==> src/rtl/lsu_align_pkg.sv <==
// lsu_pkg: shared constants for the load/store alignment unit.
// FSM state codes, RISC-V load/store funct3 values and dmem lane codes.
package lsu_pkg;

    localparam logic [1:0] ST_IDLE  = 2'd0;
    localparam logic [1:0] ST_ACC   = 2'd1;
    localparam logic [1:0] ST_SPLIT = 2'd2;
    localparam logic [1:0] ST_RESP  = 2'd3;

    localparam logic [2:0] F3_LB  = 3'd0;
    localparam logic [2:0] F3_LH  = 3'd1;
    localparam logic [2:0] F3_LW  = 3'd2;
    localparam logic [2:0] F3_LBU = 3'd4;
    localparam logic [2:0] F3_LHU = 3'd5;

    localparam logic [3:0] LANE_NONE = 4'b0000;
    localparam logic [3:0] LANE_HLO  = 4'b0011;
    localparam logic [3:0] LANE_HHI  = 4'b1100;
    localparam logic [3:0] LANE_W    = 4'b1111;
    localparam logic [4:0] RMEM_NONE = 5'b00000;

    function automatic logic [3:0] byte_lane(input logic [1:0] off);
        return 4'b0001 << off;
    endfunction

endpackage

==> src/rtl/lsu_align_if.sv <==
// lsu_align_if: request/response handshake plus dmem access signals.
// master = execute stage side, slave = lsu_align.
interface lsu_align_if #(
    parameter int ADDR_W = 32
);
    logic              req_valid;
    logic              req_ready;
    logic              req_load;
    logic              req_store;
    logic [2:0]        req_funct3;
    logic [ADDR_W-1:0] req_addr;
    logic [31:0]       req_wdata;
    logic [4:0]        req_rd;
    logic [3:0]        wmem;
    logic [4:0]        rmem;
    logic [31:0]       mem_addr;
    logic [31:0]       store_data;
    logic [31:0]       load_data;
    logic              rsp_valid;
    logic              rsp_ready;
    logic [31:0]       rsp_data;
    logic [4:0]        rsp_rd;
    logic              rsp_fault;

    modport master (
        output req_valid, req_load, req_store, req_funct3,
        output req_addr, req_wdata, req_rd, rsp_ready, load_data,
        input  req_ready, wmem, rmem, mem_addr, store_data,
        input  rsp_valid, rsp_data, rsp_rd, rsp_fault
    );

    modport slave (
        input  req_valid, req_load, req_store, req_funct3,
        input  req_addr, req_wdata, req_rd, rsp_ready, load_data,
        output req_ready, wmem, rmem, mem_addr, store_data,
        output rsp_valid, rsp_data, rsp_rd, rsp_fault
    );
endinterface

==> src/rtl/lsu_align_lane_decode.sv <==
// lsu_lane_decode: funct3/offset/direction to byte-lane code, sign,
// access size, misaligned flag and illegal flag.
module lsu_lane_decode
    import lsu_pkg::*;
(
    input  logic [2:0] funct3,
    input  logic [1:0] off,
    input  logic       load,
    input  logic       store,
    output logic [3:0] lanes,
    output logic       sign,
    output logic [2:0] size,
    output logic       misal,
    output logic       illegal
);

    // Unsigned byte/half codes only exist for loads.
    always_comb begin
        lanes   = LANE_NONE;
        sign    = 1'b0;
        size    = 3'd0;
        misal   = 1'b0;
        illegal = (load == store);
        unique case (1'b1)
            (funct3 == F3_LB) || (load && funct3 == F3_LBU): begin
                size  = 3'd1;
                lanes = byte_lane(off);
                sign  = load && (funct3 == F3_LB);
            end
            (funct3 == F3_LH) || (load && funct3 == F3_LHU): begin
                size  = 3'd2;
                lanes = off[1] ? LANE_HHI : LANE_HLO;
                misal = off[0];
                sign  = load && (funct3 == F3_LH);
            end
            (funct3 == F3_LW): begin
                size  = 3'd4;
                lanes = LANE_W;
                misal = (off != 2'd0);
            end
            default: illegal = 1'b1;
        endcase
    end

endmodule

==> src/rtl/lsu_align.sv <==
// lsu_align: aligns execute-stage loads/stores onto dmem's word/lane ports.
// Define LSU_MISALIGN_SPLIT_EN to split misaligned loads into byte reads.
module lsu_align
    import lsu_pkg::*;
#(
    parameter int ADDR_W = 32
) (
    input logic        clk,
    input logic        rst,
    lsu_align_if.slave bus
);

    logic [1:0]        state;
    logic [ADDR_W-1:0] addr_q;
    logic [1:0]        f3_q;
    logic              ld_q;
    logic              st_q;
    logic [31:0]       wd_q;
    logic [3:0]        lanes_q;
    logic              sign_q;
    logic [4:0]        rd_q;
    logic              fault_q;
    logic [31:0]       data_q;

    logic [3:0]        dec_lanes;
    logic              dec_sign;
    logic [2:0]        dec_size;
    logic              dec_misal;
    logic              dec_illegal;
    logic              fault_d;
    logic [31:0]       sh;
    logic [31:0]       ld_ext;

    lsu_lane_decode u_dec (
        .funct3  (bus.req_funct3),
        .off     (bus.req_addr[1:0]),
        .load    (bus.req_load),
        .store   (bus.req_store),
        .lanes   (dec_lanes),
        .sign    (dec_sign),
        .size    (dec_size),
        .misal   (dec_misal),
        .illegal (dec_illegal)
    );

`ifdef LSU_MISALIGN_SPLIT_EN
    logic [2:0]        size_q;
    logic [1:0]        cnt;
    logic [ADDR_W-1:0] sa;
    logic [7:0]        sbyte;
    logic              last;

    assign fault_d = dec_illegal | (dec_misal & bus.req_store);
    assign sa      = addr_q + ADDR_W'(cnt);
    assign sbyte   = 8'(bus.load_data >> {sa[1:0], 3'b000});
    assign last    = (({1'b0, cnt}) + 3'd1) == size_q;
`else
    logic unused_size;

    assign fault_d     = dec_illegal | dec_misal;
    assign unused_size = ^dec_size;
`endif

    assign sh = bus.load_data >> {addr_q[1:0], 3'b000};

    // Extend the addressed byte/half/word of the raw dmem word.
    always_comb begin
        ld_ext = sh;
        unique case (f3_q)
            2'd0:    ld_ext = {{24{sign_q & sh[7]}}, sh[7:0]};
            2'd1:    ld_ext = {{16{sign_q & sh[15]}}, sh[15:0]};
            default: ld_ext = sh;
        endcase
    end

    // dmem strobes only in ACC/SPLIT; reset drops state so wmem clears at once.
    always_comb begin
        bus.wmem       = LANE_NONE;
        bus.rmem       = RMEM_NONE;
        bus.mem_addr   = '0;
        bus.store_data = '0;
        if (state == ST_ACC) begin
            bus.mem_addr = 32'(addr_q >> 2);
            if (st_q) begin
                bus.wmem       = lanes_q;
                bus.store_data = wd_q;
            end else begin
                bus.rmem = {sign_q, lanes_q};
            end
        end
`ifdef LSU_MISALIGN_SPLIT_EN
        if (state == ST_SPLIT) begin
            bus.mem_addr = 32'(sa >> 2);
            bus.rmem     = {1'b0, byte_lane(sa[1:0])};
        end
`endif
    end

    assign bus.req_ready = (state == ST_IDLE);
    assign bus.rsp_valid = (state == ST_RESP);
    assign bus.rsp_data  = data_q;
    assign bus.rsp_rd    = rd_q;
    assign bus.rsp_fault = fault_q;

    // Request latch, access sequencing and response hold.
    always_ff @(posedge clk or posedge rst) begin
        if (rst) begin
            state   <= ST_IDLE;
            addr_q  <= '0;
            f3_q    <= '0;
            ld_q    <= 1'b0;
            st_q    <= 1'b0;
            wd_q    <= '0;
            lanes_q <= '0;
            sign_q  <= 1'b0;
            rd_q    <= '0;
            fault_q <= 1'b0;
            data_q  <= '0;
`ifdef LSU_MISALIGN_SPLIT_EN
            size_q  <= '0;
            cnt     <= '0;
`endif
        end else begin
            unique case (state)
                ST_IDLE: if (bus.req_valid) begin
                    addr_q  <= bus.req_addr;
                    f3_q    <= bus.req_funct3[1:0];
                    ld_q    <= bus.req_load;
                    st_q    <= bus.req_store;
                    wd_q    <= bus.req_wdata;
                    lanes_q <= dec_lanes;
                    sign_q  <= dec_sign;
                    rd_q    <= bus.req_rd;
                    fault_q <= fault_d;
                    data_q  <= '0;
`ifdef LSU_MISALIGN_SPLIT_EN
                    size_q  <= dec_size;
                    cnt     <= '0;
                    if (fault_d)        state <= ST_RESP;
                    else if (dec_misal) state <= ST_SPLIT;
                    else                state <= ST_ACC;
`else
                    state   <= fault_d ? ST_RESP : ST_ACC;
`endif
                end
                ST_ACC: begin
                    if (ld_q) data_q <= ld_ext;
                    state <= ST_RESP;
                end
`ifdef LSU_MISALIGN_SPLIT_EN
                ST_SPLIT: begin
                    data_q[{cnt, 3'b000} +: 8] <= sbyte;
                    cnt <= cnt + 2'd1;
                    if (last) begin
                        if (sign_q) data_q[31:16] <= {16{sbyte[7]}};
                        state <= ST_RESP;
                    end
                end
`endif
                ST_RESP: if (bus.rsp_ready) state <= ST_IDLE;
                default: state <= ST_IDLE;
            endcase
        end
    end

endmodule

==> src/flat_wrapper.sv <==
// flat-port wrapper written by rule: the top's interface ports become plain ports
module lsu_align_flat import lsu_pkg::*;
#(
    parameter int ADDR_W = 32
)
  (clk, rst, bus_req_valid, bus_req_load, bus_req_store, bus_req_funct3, bus_req_addr, bus_req_wdata, bus_req_rd, bus_rsp_ready, bus_load_data, bus_req_ready, bus_wmem, bus_rmem, bus_mem_addr, bus_store_data, bus_rsp_valid, bus_rsp_data, bus_rsp_rd, bus_rsp_fault);
  lsu_align_if #(.ADDR_W(ADDR_W)) bus_i ();
  input logic clk;
  input logic rst;
  input wire logic [$bits(bus_i.req_valid)-1:0] bus_req_valid;
  input wire logic [$bits(bus_i.req_load)-1:0] bus_req_load;
  input wire logic [$bits(bus_i.req_store)-1:0] bus_req_store;
  input wire logic [$bits(bus_i.req_funct3)-1:0] bus_req_funct3;
  input wire logic [$bits(bus_i.req_addr)-1:0] bus_req_addr;
  input wire logic [$bits(bus_i.req_wdata)-1:0] bus_req_wdata;
  input wire logic [$bits(bus_i.req_rd)-1:0] bus_req_rd;
  input wire logic [$bits(bus_i.rsp_ready)-1:0] bus_rsp_ready;
  input wire logic [$bits(bus_i.load_data)-1:0] bus_load_data;
  output wire logic [$bits(bus_i.req_ready)-1:0] bus_req_ready;
  output wire logic [$bits(bus_i.wmem)-1:0] bus_wmem;
  output wire logic [$bits(bus_i.rmem)-1:0] bus_rmem;
  output wire logic [$bits(bus_i.mem_addr)-1:0] bus_mem_addr;
  output wire logic [$bits(bus_i.store_data)-1:0] bus_store_data;
  output wire logic [$bits(bus_i.rsp_valid)-1:0] bus_rsp_valid;
  output wire logic [$bits(bus_i.rsp_data)-1:0] bus_rsp_data;
  output wire logic [$bits(bus_i.rsp_rd)-1:0] bus_rsp_rd;
  output wire logic [$bits(bus_i.rsp_fault)-1:0] bus_rsp_fault;
  assign bus_i.req_valid = bus_req_valid;
  assign bus_i.req_load = bus_req_load;
  assign bus_i.req_store = bus_req_store;
  assign bus_i.req_funct3 = bus_req_funct3;
  assign bus_i.req_addr = bus_req_addr;
  assign bus_i.req_wdata = bus_req_wdata;
  assign bus_i.req_rd = bus_req_rd;
  assign bus_i.rsp_ready = bus_rsp_ready;
  assign bus_i.load_data = bus_load_data;
  assign bus_req_ready = bus_i.req_ready;
  assign bus_wmem = bus_i.wmem;
  assign bus_rmem = bus_i.rmem;
  assign bus_mem_addr = bus_i.mem_addr;
  assign bus_store_data = bus_i.store_data;
  assign bus_rsp_valid = bus_i.rsp_valid;
  assign bus_rsp_data = bus_i.rsp_data;
  assign bus_rsp_rd = bus_i.rsp_rd;
  assign bus_rsp_fault = bus_i.rsp_fault;
  lsu_align #(.ADDR_W(ADDR_W)) u_core (.clk(clk), .rst(rst), .bus(bus_i));
endmodule
==> config.mk <==
export PLATFORM = sky130hd
export DESIGN_NAME = lsu_align_flat
export DESIGN_NICKNAME = d
export VERILOG_FILES = /design/src/rtl/lsu_align_pkg.sv /design/src/rtl/lsu_align_if.sv /design/src/rtl/lsu_align_lane_decode.sv /design/src/rtl/lsu_align.sv /design/src/flat_wrapper.sv
export SDC_FILE = /design/constraint.sdc
export NUM_CORES = 1
export LEC_CHECK = 0
export CORE_MARGIN = 10
export CORE_UTILIZATION = 30
export CTS_CLUSTER_SIZE = 40
export DETAILED_ROUTE_END_ITERATION = 8
export RECOVER_POWER = 50
export SETUP_SLACK_MARGIN = 0.05
export SLEW_MARGIN = 20
export SYNTH_ARGS = -nofsm -noshare
export SYNTH_HDL_FRONTEND = slang
export SYNTH_SLANG_ARGS = --single-unit
==> constraint.sdc <==
create_clock -name clk -period 10.16 [get_ports clk]
set_input_delay 2.54 -clock clk [delete_from_list [all_inputs] [get_ports clk]]
set_output_delay 2.54 -clock clk [all_outputs]
set_load 0.01 [all_outputs]
==> results of run 1 <==
[how the worst min path moves through the flow]
| stage | end | slack (ns) |
|---|---|---|
| 3_5_place_dp | u_core.wd_q[6]$_DFFE_PP0P_ | 0.45 |
| 2_1_floorplan | u_core.addr_q[10]$_DFFE_PP0P_ | 0.44 |
| 5_1_grt | u_core.wd_q[6]$_DFFE_PP0P_ | 0.48 |
| 3_3_place_gp | u_core.wd_q[3]$_DFFE_PP0P_ | 0.45 |
| 4_1_cts | u_core.wd_q[6]$_DFFE_PP0P_ | 0.47 |
| 6_report | u_core.wd_q[9]$_DFFE_PP0P_ | 0.46 |
[tightest hold or removal path, cell delays in order, from the launching register on]
cell	delay [ns]
dfrtp_1	0.33
nand2_1	0.05
nand2_1	0.05
[through the flow]
step | utilization [%] | total power, mW | hold slack (ns) | instance area (um2) | setup WS [ns]
6_report | 47.1 | 2.39 | 0.463 | 8430 | 3.52
2_1_floorplan | - | 1.32 | 0.437 | 5460 | 4.63
4_1_cts | 47.1 | 2.44 | 0.468 | 8420 | 4.84
5_1_grt | 47.1 | 2.56 | 0.480 | 8420 | 3.17
3_3_place_gp | 43.5 | 1.78 | 0.449 | 7790 | 5.08
3_5_place_dp | 43.5 | 1.78 | 0.454 | 7790 | 5.01
[registers in the layout, indices dropped and copies added, names as in the netlist]
signal,count
u_core.addr_q,32
u_core.bus.rsp_data,32
u_core.wd_q,32
u_core.bus.rsp_rd,5
u_core.lanes_q,4
u_core.f3_q,2
u_core.state,2
u_core.bus.rsp_fault,1
u_core.ld_q,1
u_core.sign_q,1
u_core.st_q,1
[metal layers]
layer  wire (um)  track usage, %  part of all wire [%]
met3        1400            5.99                   7.6
met2        8640            23.4                    47
met4         164            4.05                  0.90
met5          13               0                 0.071
met1        8050            18.4                    44
[cells in the final DEF, fill, tap and decap left out, types with 17 or more instances in the layout]
cell type	n
nand2_1	220
clkdlybuf4s50_1	179
dfrtp_1	113
dlygate4sd3_1	41
and3_1	38
and2_1	36
o21ai_0	18
a21oi_1	17
clkbuf_16	17
[cells by family (layout without fill, tap and decap cells)]
group                  after synthesis  in the layout
other                                1              5
flip-flops                         113            113
AND/OR/NAND/NOR                    341            341
buffers and inverters               53            263
XOR/XNOR                             1              1
multiplexers                        26             26
AO/OA/AOI/OAI                       73             73
[area by class of cell]
class / instances / area, um2
Tap cell: 229 / 287
Fill cell: 1750 / 9470
Multi-Input combinational cell: 443 / 2400
Clock buffer: 19 / 453
Inverter: 5 / 20.0
Sequential cell: 113 / 2830
Timing Repair Buffer: 226 / 2250
Antenna cell: 3 / 7.51
Clock inverter: 13 / 184
[where the power goes]
group / leakage [nW] / switching [mW] / internal [mW]
Combinational: 2.27 / 0.496 / 0.466
Sequential: 1.45 / 0.130 / 0.657
Clock: 0.305 / 0.212 / 0.423
Total: 4.02 / 0.839 / 1.55
==> results by group, run 1 <==
CTS
  – Clock latency at the later pin of the worst-skew pair: 0.41 ns
  – Clock root buffer master: clkbuf_16
  – Clk buf depth: 2
  – Post-CTS Repair Setup Buffers: 0
  – Cts hold-fix bufs: 0
  – Clk pin slew, worst setup/hold paths: 0.05 ns
  – CTS tree: done
  – CTS Sinks: 113
  – Num CTS Buffers: 17
  – # resized after CTS: 0
  – H-Tree Depth: 4

Outcome
  – Outcome: finished with violations
  – Failing checks: max-capacitance violations, max-slew violations

Synthesis
  – Avg Synthesized Cell Area: 8.97 um2
  – Netlist cell types: 41
  – Synth area leader: dfrtp_1
  – FFs w/ async S/R, synth: 100%
  – Largest family of logic cells by synthesized area: simple AND/OR/NAND/NOR gates
  – Synthesized instance count: 608
  – Synth Area in XOR/XNOR: 0.161%
  – Synth Area in Adders: 0%
  – Synthesis warning total: 0
  – Seq/Total Area, Yosys: 51.9%
  – Count leader, synth: nand2_1
  – Synth Area in Compound Gates: 9.13%
  – Mapped cell area: 5450 um2
  – Synth Register Bits: 113
  – Main synth FF type: dfrtp_1
  – Synth Area in Simple Gates: 29.1%
  – Yosys top cell area share: 51.9%
  – Synth cell count leaders: nand2_1 (220), dfrtp_1 (113), and3_1 (38)
  – Ranking of synthesized cells by area: dfrtp_1 (52%), nand2_1 (15%), and3_1 (4.4%)
  – Number of synthesized flops with an enable pin: 0
  – Post-synthesis mux area share: 5.42%

Critical path
  – CP bufs+invs: 2
  – Register-to-Register Path Depth: 5
  – RR Startpoint: u_core.state[1]$_DFFE_PP0P_
  – CP max FO: 73
  – Crit path from: bus_req_valid
  – Top delay family on crit path: buffers and inverters
  – CP peak stage delay: 2.39 ns
  – WP depth: 6
  – FF-to-FF End: u_core.bus.rsp_data[22]$_DFFE_PP0P_
  – WP data arrival: 6.93 ns
  – Flop2flop setup slack: 5.71 ns
  – Critical path endpoint: u_core.bus.rsp_data[22]$_DFFE_PP0P_
  – Crit path cell chain: dlygate4sd3_1, nor2b_1, and2_2, clkbuf_1, a21oi_4, a221o_1
  – Critical-path top delay cell: clkbuf_1
  – Worst path required time: 10.44 ns
  – Crit path kind: input pin to flip-flop
  – Setup crit end kind: flip-flop
  – Critical Path Source Type: input pin

Drt
  – Via count: 4867
  – Routed WL per cell: 17.4 um
  – Initial DRC count: 239
  – DRT Wirelength: 18300 um
  – DRC viols: 0
  – Pre-Repair DR Iteration Count: 5
  – Final ANT Viol Nets: 0
  – Vias per cell: 4.63

Placed design
  – Number of I/O port buffers: 220
  – Placed cells: 1016
  – DP Wirelength: 13000 um
  – Routability cong.: 0.791

STA
  – RSZ-0062 raised after global routing: no
  – Sum Neg Setup Slack: 0 ns
  – Setup Skew: 0.00566 ns
  – Tmin final: 6.64 ns
  – Final hold viol count: 0
  – Relative slew slack: -128%
  – Slew Viols, Final: 201
  – Fmax: 0.151 GHz
  – Final setup violation count: 0
  – Final Cycle Share: 65.4%
  – Least-Margin Pin Slew: 3.43 ns

Die
  – Starting Density: 30.5%
  – Die width: 155 um
  – Core ar.: 17900 um2
  – # rows: 49
  – Io pins: 223
  – Die Y: 155 um
  – DIE AREA: 24000 um2

Min path
  – WHS Path Cells: 2
  – Min-Delay Path Class: flip-flop to flip-flop
  – HP Start: u_core.wd_q[9]$_DFFE_PP0P_

Global route
  – Initial antenna violation count: 4
  – Vias in the first global route: 4952
  – First-pass GRT wire length: 28400 um
  – Grt total ovfl: 0
  – Total GRT Usage: 14.9%
  – Largest net degree at the start of global routing: 93

Final layout
  – Layout Nets: 916
  – Layout cells sized above 1: 6.84%
  – Synthesis-to-finish area growth: 54.6%
  – Post-Layout Cell Count: 1051

Pwr
  – Pleak: 4.02 nW
  – Peak VDD IR: 0.000146 V
  – Power Dens Cells: 283 nW/um2

Job
  – Max cap viols: 3
Note: power is estimated with default switching activity, not from simulation.
==> run 2, diff against run 1 <==
==> constraint.sdc (replaced) <==
create_clock -name clk -period 6 [get_ports clk]
set_input_delay 1.5 -clock clk [delete_from_list [all_inputs] [get_ports clk]]
set_output_delay 1.5 -clock clk [all_outputs]
set_load 0.01 [all_outputs]
==> run 2 against run 1 <==
Effect of this change: the flow still finishes with violations (max-capacitance violations, max-slew violations); clock power increased by 59%; sequential share of layout area rose by 0.12 points; cell count did not move; combinational power increased by 69%; die area is the same; cell area shrank 0.37%; sequential power increased by 68%; worst hold slack improved by 0.00060 ns; first-iteration DRC count fell by 10%; largest cell class unchanged; largest power group unchanged.
==> results by group, run 2 (synthesized netlist as in run 1, its figures left out) <==
Outcome
  – Outcome: finished with violations (unchanged)
  – Failing checks: max-capacitance violations, max-slew violations (unchanged)

Final layout
  – Most common cell after layout, fill and taps aside: nand2_1 (unchanged)
  – Fin util: 46.9% (was 47.1%)
  – Most frequent cells in the layout: nand2_1 (219), clkdlybuf4s50_1 (179), dfrtp_1 (113) (was nand2_1 (220), clkdlybuf4s50_1 (179), dfrtp_1 (113))
  – Post-Layout Cell Count: 1051 (unchanged)
  – Design Area, Final: 8400 um2 (was 8430 um2)
  – Synthesis-to-finish area growth: 54.0% (was 54.6%)
  – Layout cells sized above 1: 7.07% (was 6.84%)
  – Layout Nets: 917 (was 916)

Pwr
  – Peak VDD IR: 0.000378 V (was 0.000146 V)
  – Power Dens Cells: 472 nW/um2 (was 283 nW/um2)
  – Total power: 3.96 mW (was 2.39 mW)
  – Pleak: 4.01 nW (was 4.02 nW)

CTS
  – # resized after CTS: 0 (unchanged)
  – H-Tree Depth: 4 (unchanged)
  – Cts hold-fix bufs: 0 (unchanged)
  – Num CTS Buffers: 17 (unchanged)
  – CTS tree: done (unchanged)
  – Clk pin slew, worst setup/hold paths: 0.06 ns (was 0.05 ns)
  – Clk buf depth: 2 (unchanged)
  – Clock root buffer master: clkbuf_16 (unchanged)
  – Clock latency at the later pin of the worst-skew pair: 0.41 ns (about the same)
  – CTS Sinks: 113 (unchanged)
  – Post-CTS Repair Setup Buffers: 0 (unchanged)

Placed design
  – Routability cong.: 0.782 (was 0.791)
  – Placed cells: 1017 (was 1016)
  – Post-Place Cell Area: 7790 um2 (about the same)
  – Number of I/O port buffers: 220 (unchanged)
  – DP Wirelength: 13300 um (was 13000 um)

STA
  – Final hold viol count: 0 (unchanged)
  – RSZ-0062 raised after global routing: no (unchanged)
  – Setup Skew: 0.00761 ns (was 0.00566 ns)
  – Sum Neg Setup Slack: 0 ns (unchanged)
  – Fmax: 0.257 GHz
  – Least-Margin Pin Slew: 2.64 ns (was 3.43 ns)
  – Final Cycle Share: 64.8%
  – Final setup violation count: 0 (unchanged)
  – Relative slew slack: -76.9% (was -128%)
  – Tmin final: 3.89 ns
  – Slew Viols, Final: 58 (was 201)

Critical path
  – Critical path endpoint: bus_store_data[31] (was u_core.bus.rsp_data[22]$_DFFE_PP0P_)
  – Flop2flop setup slack: 3.15 ns (was 5.71 ns)
  – Crit path from: u_core.state[1]$_DFFE_PP0P_ (was bus_req_valid)
  – Register-to-Register Path Depth: 5 (unchanged)
  – FF-to-FF End: u_core.bus.rsp_data[31]$_DFFE_PP0P_ (was u_core.bus.rsp_data[22]$_DFFE_PP0P_)
  – Critical Path Source Type: flip-flop (was input pin)
  – Crit path kind: flip-flop to output port (was input pin to flip-flop)
  – Setup crit end kind: output port (was flip-flop)
  – Worst path required time: 4.50 ns (was 10.44 ns)
  – RR Startpoint: u_core.state[1]$_DFFE_PP0P_ (unchanged)
  – WP data arrival: 2.39 ns (was 6.93 ns)
  – CP max FO: 70 (was 73)

Die
  – # rows: 49 (unchanged)
  – DIE AREA: 24000 um2 (unchanged)
  – Core ar.: 17900 um2 (unchanged)
  – Starting Density: 30.5% (unchanged)
  – Io pins: 223 (unchanged)
  – Die width: 155 um (unchanged)
  – Die Y: 155 um (unchanged)

Global route
  – Vias in the first global route: 5062 (was 4952)
  – Largest net degree at the start of global routing: 93 (unchanged)
  – Grt total ovfl: 0 (unchanged)
  – First-pass GRT wire length: 29300 um (was 28400 um)
  – Initial antenna violation count: 2 (was 4)
  – Total GRT Usage: 15.4% (was 14.9%)

Drt
  – Final ANT Viol Nets: 0 (unchanged)
  – DRC viols: 0 (unchanged)
  – Pre-Repair DR Iteration Count: 5 (unchanged)
  – Routed WL per cell: 17.6 um (was 17.4 um)
  – DRT Wirelength: 18500 um (was 18300 um)
  – Initial DRC count: 215 (was 239)
  – Vias per cell: 4.62 (was 4.63)
  – Via count: 4860 (was 4867)

Min path
  – Min-Delay Path Class: flip-flop to flip-flop (unchanged)

Job
  – Max cap viols: 1 (was 3)
-- run 2: cell types whose count changed in the layout (fill, tap and decap cells not counted), moves of 2 or more --
cell        previous run  this run
clkbuf_8               2         0
buf_4                  4         7
clkinv_4               2         0
clkinvlp_4             3         6
-- run 2: stage by stage --
step | hold WS [ns] | worst slack (ns)
floorplan | 0.437 | 1.51
global placement | 0.449 | 2.14
detailed placement | 0.454 | 2.14
CTS | 0.468 | 2.08
global route | 0.487 | 1.94
finish | 0.464 | 2.11
-- run 2: worst min path at each step --
stage | endpoint | slack (ns) | startpoint | depth (start not counted)
floorplan | u_core.addr_q[10]$_DFFE_PP0P_ | 0.44 | u_core.addr_q[10]$_DFFE_PP0P_ | 2
global placement | u_core.addr_q[13]$_DFFE_PP0P_ | 0.45 | u_core.addr_q[13]$_DFFE_PP0P_ | 2
detailed placement | u_core.wd_q[15]$_DFFE_PP0P_ | 0.45 | u_core.wd_q[15]$_DFFE_PP0P_ | 2
CTS | u_core.wd_q[15]$_DFFE_PP0P_ | 0.47 | u_core.wd_q[15]$_DFFE_PP0P_ | 2
global route | u_core.bus.rsp_rd[4]$_DFFE_PP0P_ | 0.49 | u_core.bus.rsp_rd[4]$_DFFE_PP0P_ | 2
finish | u_core.addr_q[29]$_DFFE_PP0P_ | 0.46 | u_core.addr_q[29]$_DFFE_PP0P_ | 2
-- run 2: area by class of cell --
| cell class | count | area [um2] |
|---|---|---|
| flip-flops and latches | 113 | 2830 |
| clock inverters | 14 | 164 |
| fillers | 1746 | 9500 |
| clock buffers | 18 | 429 |
| repair buffers | 227 | 2250 |
| multi-input cells | 443 | 2410 |
| diodes | 2 | 5.00 |
| inverters | 5 | 20.0 |
| well taps | 229 | 287 |
-- run 2: critical path, stage by stage, from the launching register on --
cell	delay (ns)
dfrtp_1	0.46
nor2b_4	0.13
buf_4	0.50
and3_1	0.27
clkdlybuf4s50_1	0.56
-- run 2: report_power, final --
group	total (mW)	internal, mW	switching, mW
Combinational	1.63	0.767	0.865
Clock	1.01	0.649	0.359
Sequential	1.32	1.11	0.210
Total	3.96	2.53	1.43
-- run 2: routing by layer --
| layer | vias to the layer above | share of wire [%] | track usage (%) |
|---|---|---|---|
| met5 | - | 0 | 0 |
| met4 | 0 | 0.70 | 3.24 |
| met3 | 7 | 7.9 | 6.82 |
| met2 | 134 | 48 | 24.9 |
| met1 | 2307 | 43 | 18.4 |
| li1 | 2412 | - | - |
==> run 3, diff against run 2 <==
==> constraint.sdc (replaced) <==
create_clock -name clk -period 4 [get_ports clk]
set_input_delay 1 -clock clk [delete_from_list [all_inputs] [get_ports clk]]
set_output_delay 1 -clock clk [all_outputs]
set_load 0.01 [all_outputs]
==> run 3 against run 2 <==
Effect of this change: the flow still finishes with violations (max-capacitance violations, max-slew violations); utilization down 0.084 points; sequential share of layout area rose by 0.060 points; largest power group unchanged; clock power grew 42%; clock-buffer cell count rose by 7; first-iteration DRC count decreased by 17%; largest cell class unchanged; critical endpoint is now bus_store_data[29]; setup slack lost 1.4 ns.
==> results by group, run 3 (synthesized netlist as in run 1, its figures left out) <==
Outcome
  – Outcome: finished with violations (unchanged)
  – Failing checks: max-capacitance violations, max-slew violations (unchanged)

CTS
  – Clk pin slew, worst setup/hold paths: 0.05 ns (was 0.06 ns)
  – H-Tree Depth: 4 (unchanged)
  – Clk buf depth: 2 (unchanged)
  – Post-CTS Repair Setup Buffers: 0 (unchanged)
  – Cts hold-fix bufs: 0 (unchanged)
  – CTS tree: done (unchanged)
  – CTS Sinks: 113 (unchanged)
  – Num CTS Buffers: 17 (unchanged)
  – Clock latency at the later pin of the worst-skew pair: 0.41 ns (about the same)
  – Clock root buffer master: clkbuf_16 (unchanged)
  – # resized after CTS: 0 (unchanged)

Die
  – Die width: 155 um (unchanged)
  – Starting Density: 30.5% (unchanged)
  – Io pins: 223 (unchanged)
  – # rows: 49 (unchanged)
  – DIE AREA: 24000 um2 (unchanged)
  – Die Y: 155 um (unchanged)
  – Core ar.: 17900 um2 (unchanged)

Pwr
  – Net Sw Frac: 35.7% (was 36.2%)
  – Cell internal pwr: 3.78 mW (was 2.53 mW)
  – Pleak: 3.99 nW (was 4.01 nW)
  – Psw: 2.10 mW (was 1.43 mW)
  – Power Dens Cells: 702 nW/um2 (was 472 nW/um2)
  – Clock power share: 24.4% (was 25.4%)
  – Register share of total power: 33.6% (was 33.4%)
  – Combinational Power Share: 42.0% (was 41.2%)
  – Peak VDD IR: 0.000336 V (was 0.000378 V)

Critical path
  – Critical Path Source Type: flip-flop (unchanged)
  – Flop2flop setup slack: 1.51 ns (was 3.15 ns)
  – RR Startpoint: u_core.state[1]$_DFFE_PP0P_ (unchanged)
  – CP max FO: 55 (was 70)
  – FF-to-FF End: u_core.bus.rsp_data[31]$_DFFE_PP0P_ (unchanged)
  – Crit path kind: flip-flop to output port (unchanged)
  – Worst path required time: 3.00 ns (was 4.50 ns)
  – Register-to-Register Path Depth: 5 (unchanged)
  – Setup crit end kind: output port (unchanged)
  – WP data arrival: 2.29 ns (was 2.39 ns)

STA
  – Relative slew slack: -8.92% (was -76.9%)
  – Fmax: 0.304 GHz
  – Sum Neg Setup Slack: 0 ns (unchanged)
  – Setup Skew: 0.00968 ns (was 0.00761 ns)
  – Final hold viol count: 0 (unchanged)
  – RSZ-0062 raised after global routing: no (unchanged)
  – Final WS setup: 0.708 ns (was 2.11 ns)
  – Tmin final: 3.29 ns
  – Slew Viols, Final: 37 (was 58)
  – Final setup violation count: 0 (unchanged)
  – Least-Margin Pin Slew: 1.62 ns (was 2.64 ns)
  – Final Cycle Share: 82.3%

Min path
  – HP Start: u_core.addr_q[31]$_DFFE_PP0P_ (was u_core.addr_q[29]$_DFFE_PP0P_)
  – WHS Path Cells: 2 (unchanged)
  – Hold Path End: u_core.addr_q[31]$_DFFE_PP0P_ (was u_core.addr_q[29]$_DFFE_PP0P_)
  – Min-Delay Path Class: flip-flop to flip-flop (unchanged)

Drt
  – Vias per cell: 4.61 (was 4.62)
  – Via count: 4843 (was 4860)
  – DRC viols: 0 (unchanged)
  – Pre-Repair DR Iteration Count: 4 (was 5)
  – Initial DRC count: 179 (was 215)
  – Routed WL per cell: 17.6 um (about the same)
  – Final ANT Viol Nets: 0 (unchanged)
  – DRT Wirelength: 18500 um (about the same)

Global route
  – Vias in the first global route: 5158 (was 5062)
  – Initial antenna violation count: 3 (was 2)
  – Grt met2 use: 25.0% (was 24.9%)
  – GR Util met1: 18.2% (was 18.4%)
  – Grt total ovfl: 0 (unchanged)
  – First-pass GRT wire length: 29800 um (was 29300 um)
  – Total GRT Usage: 15.6% (was 15.4%)
  – Routing usage on met3: 7.57% (was 6.82%)
  – Global route hottest layer: met2 (unchanged)
  – Largest net degree at the start of global routing: 73 (was 93)

Job
  – Max cap viols: 1 (unchanged)

Final layout
  – Layout cells sized above 1: 6.58% (was 7.07%)
  – Post-Layout Cell Count: 1051 (unchanged)
  – Most common cell after layout, fill and taps aside: nand2_1 (unchanged)
  – Most frequent cells in the layout: nand2_1 (220), clkdlybuf4s50_1 (190), dfrtp_1 (113) (was nand2_1 (219), clkdlybuf4s50_1 (179), dfrtp_1 (113))
  – Layout Nets: 920 (was 917)
  – Synthesis-to-finish area growth: 53.8% (was 54.0%)

Placed design
  – Number of I/O port buffers: 220 (unchanged)
  – Pre-CTS WS: 1.08 ns (was 2.14 ns)
  – Routability cong.: 0.776 (was 0.782)
  – DP Wirelength: 13300 um (about the same)
  – Placed cells: 1020 (was 1017)
## run 3: cell types whose count changed in the layout (fill, tap and decap cells not counted), moves of 3 or more
| cell | before | now |
|---|---|---|
| clkinvlp_4 | 6 | 1 |
| clkbuf_8 | 0 | 5 |
| clkbuf_1 | 1 | 4 |
| clkdlybuf4s50_1 | 179 | 190 |
| dlygate4sd3_1 | 41 | 30 |
## run 3: layout make-up
cell class                      count  area [um2]
Fill cell                        1776        9520
Clock buffer                       25         505
Multi-Input combinational cell    443        2400
Timing Repair Buffer              230        2290
Tap cell                          229         287
Inverter                            5        20.0
Antenna cell                        1        2.50
Clock inverter                      5        52.6
Sequential cell                   113        2830
## run 3: how the worst max path moves through the flow
stage	start	endpoint	slack (ns)	cells after the start
after floorplan	rst	u_core.addr_q[0]$_DFFE_PP0P_	1.63	1
after global placement	u_core.state[0]$_DFFE_PP0P_	bus_rmem[1]	1.09	4
after detailed placement	u_core.state[0]$_DFFE_PP0P_	bus_rmem[2]	1.08	4
after CTS	u_core.state[0]$_DFFE_PP0P_	bus_rmem[2]	0.63	4
after global routing	rst	u_core.addr_q[2]$_DFFE_PP0P_	0.32	3
final	u_core.state[1]$_DFFE_PP0P_	bus_store_data[29]	0.71	4
## run 3: worst max-delay path, stage by stage (launching register included)
cell,delay [ns]
dfrtp_1,0.45
nor2b_4,0.37
buf_12,0.28
and3_1,0.19
clkdlybuf4s50_1,0.56
## run 3: power by group through the flow
stage / clock network [mW] / logic [mW] / registers (mW)
6_report: 1.43 / 2.47 / 1.98
5_1_grt: 1.53 / 2.76 / 2.05
4_1_cts: 1.47 / 2.60 / 1.99
3_5_place_dp: 0 / 2.59 / 2.00
3_3_place_gp: 0 / 2.57 / 1.99
2_1_floorplan: 0 / 1.37 / 1.98
## run 3: metrics by stage
stage	hold slack (ns)	instance area [um2]	utilization, %	power [mW]
2_1_floorplan	0.437	5460	-	3.35
3_3_place_gp	0.449	7870	44.0	4.56
3_5_place_dp	0.454	7870	44.0	4.58
4_1_cts	0.467	8430	47.1	6.06
5_1_grt	0.479	8380	46.8	6.35
6_report	0.461	8380	46.8	5.89
## run 3: layer usage
layer / part of all wire, % / wire length [um]
met5: 0.15 / 27
met3: 8.7 / 1610
met2: 48 / 8890
met1: 42 / 7750
met4: 1.2 / 219
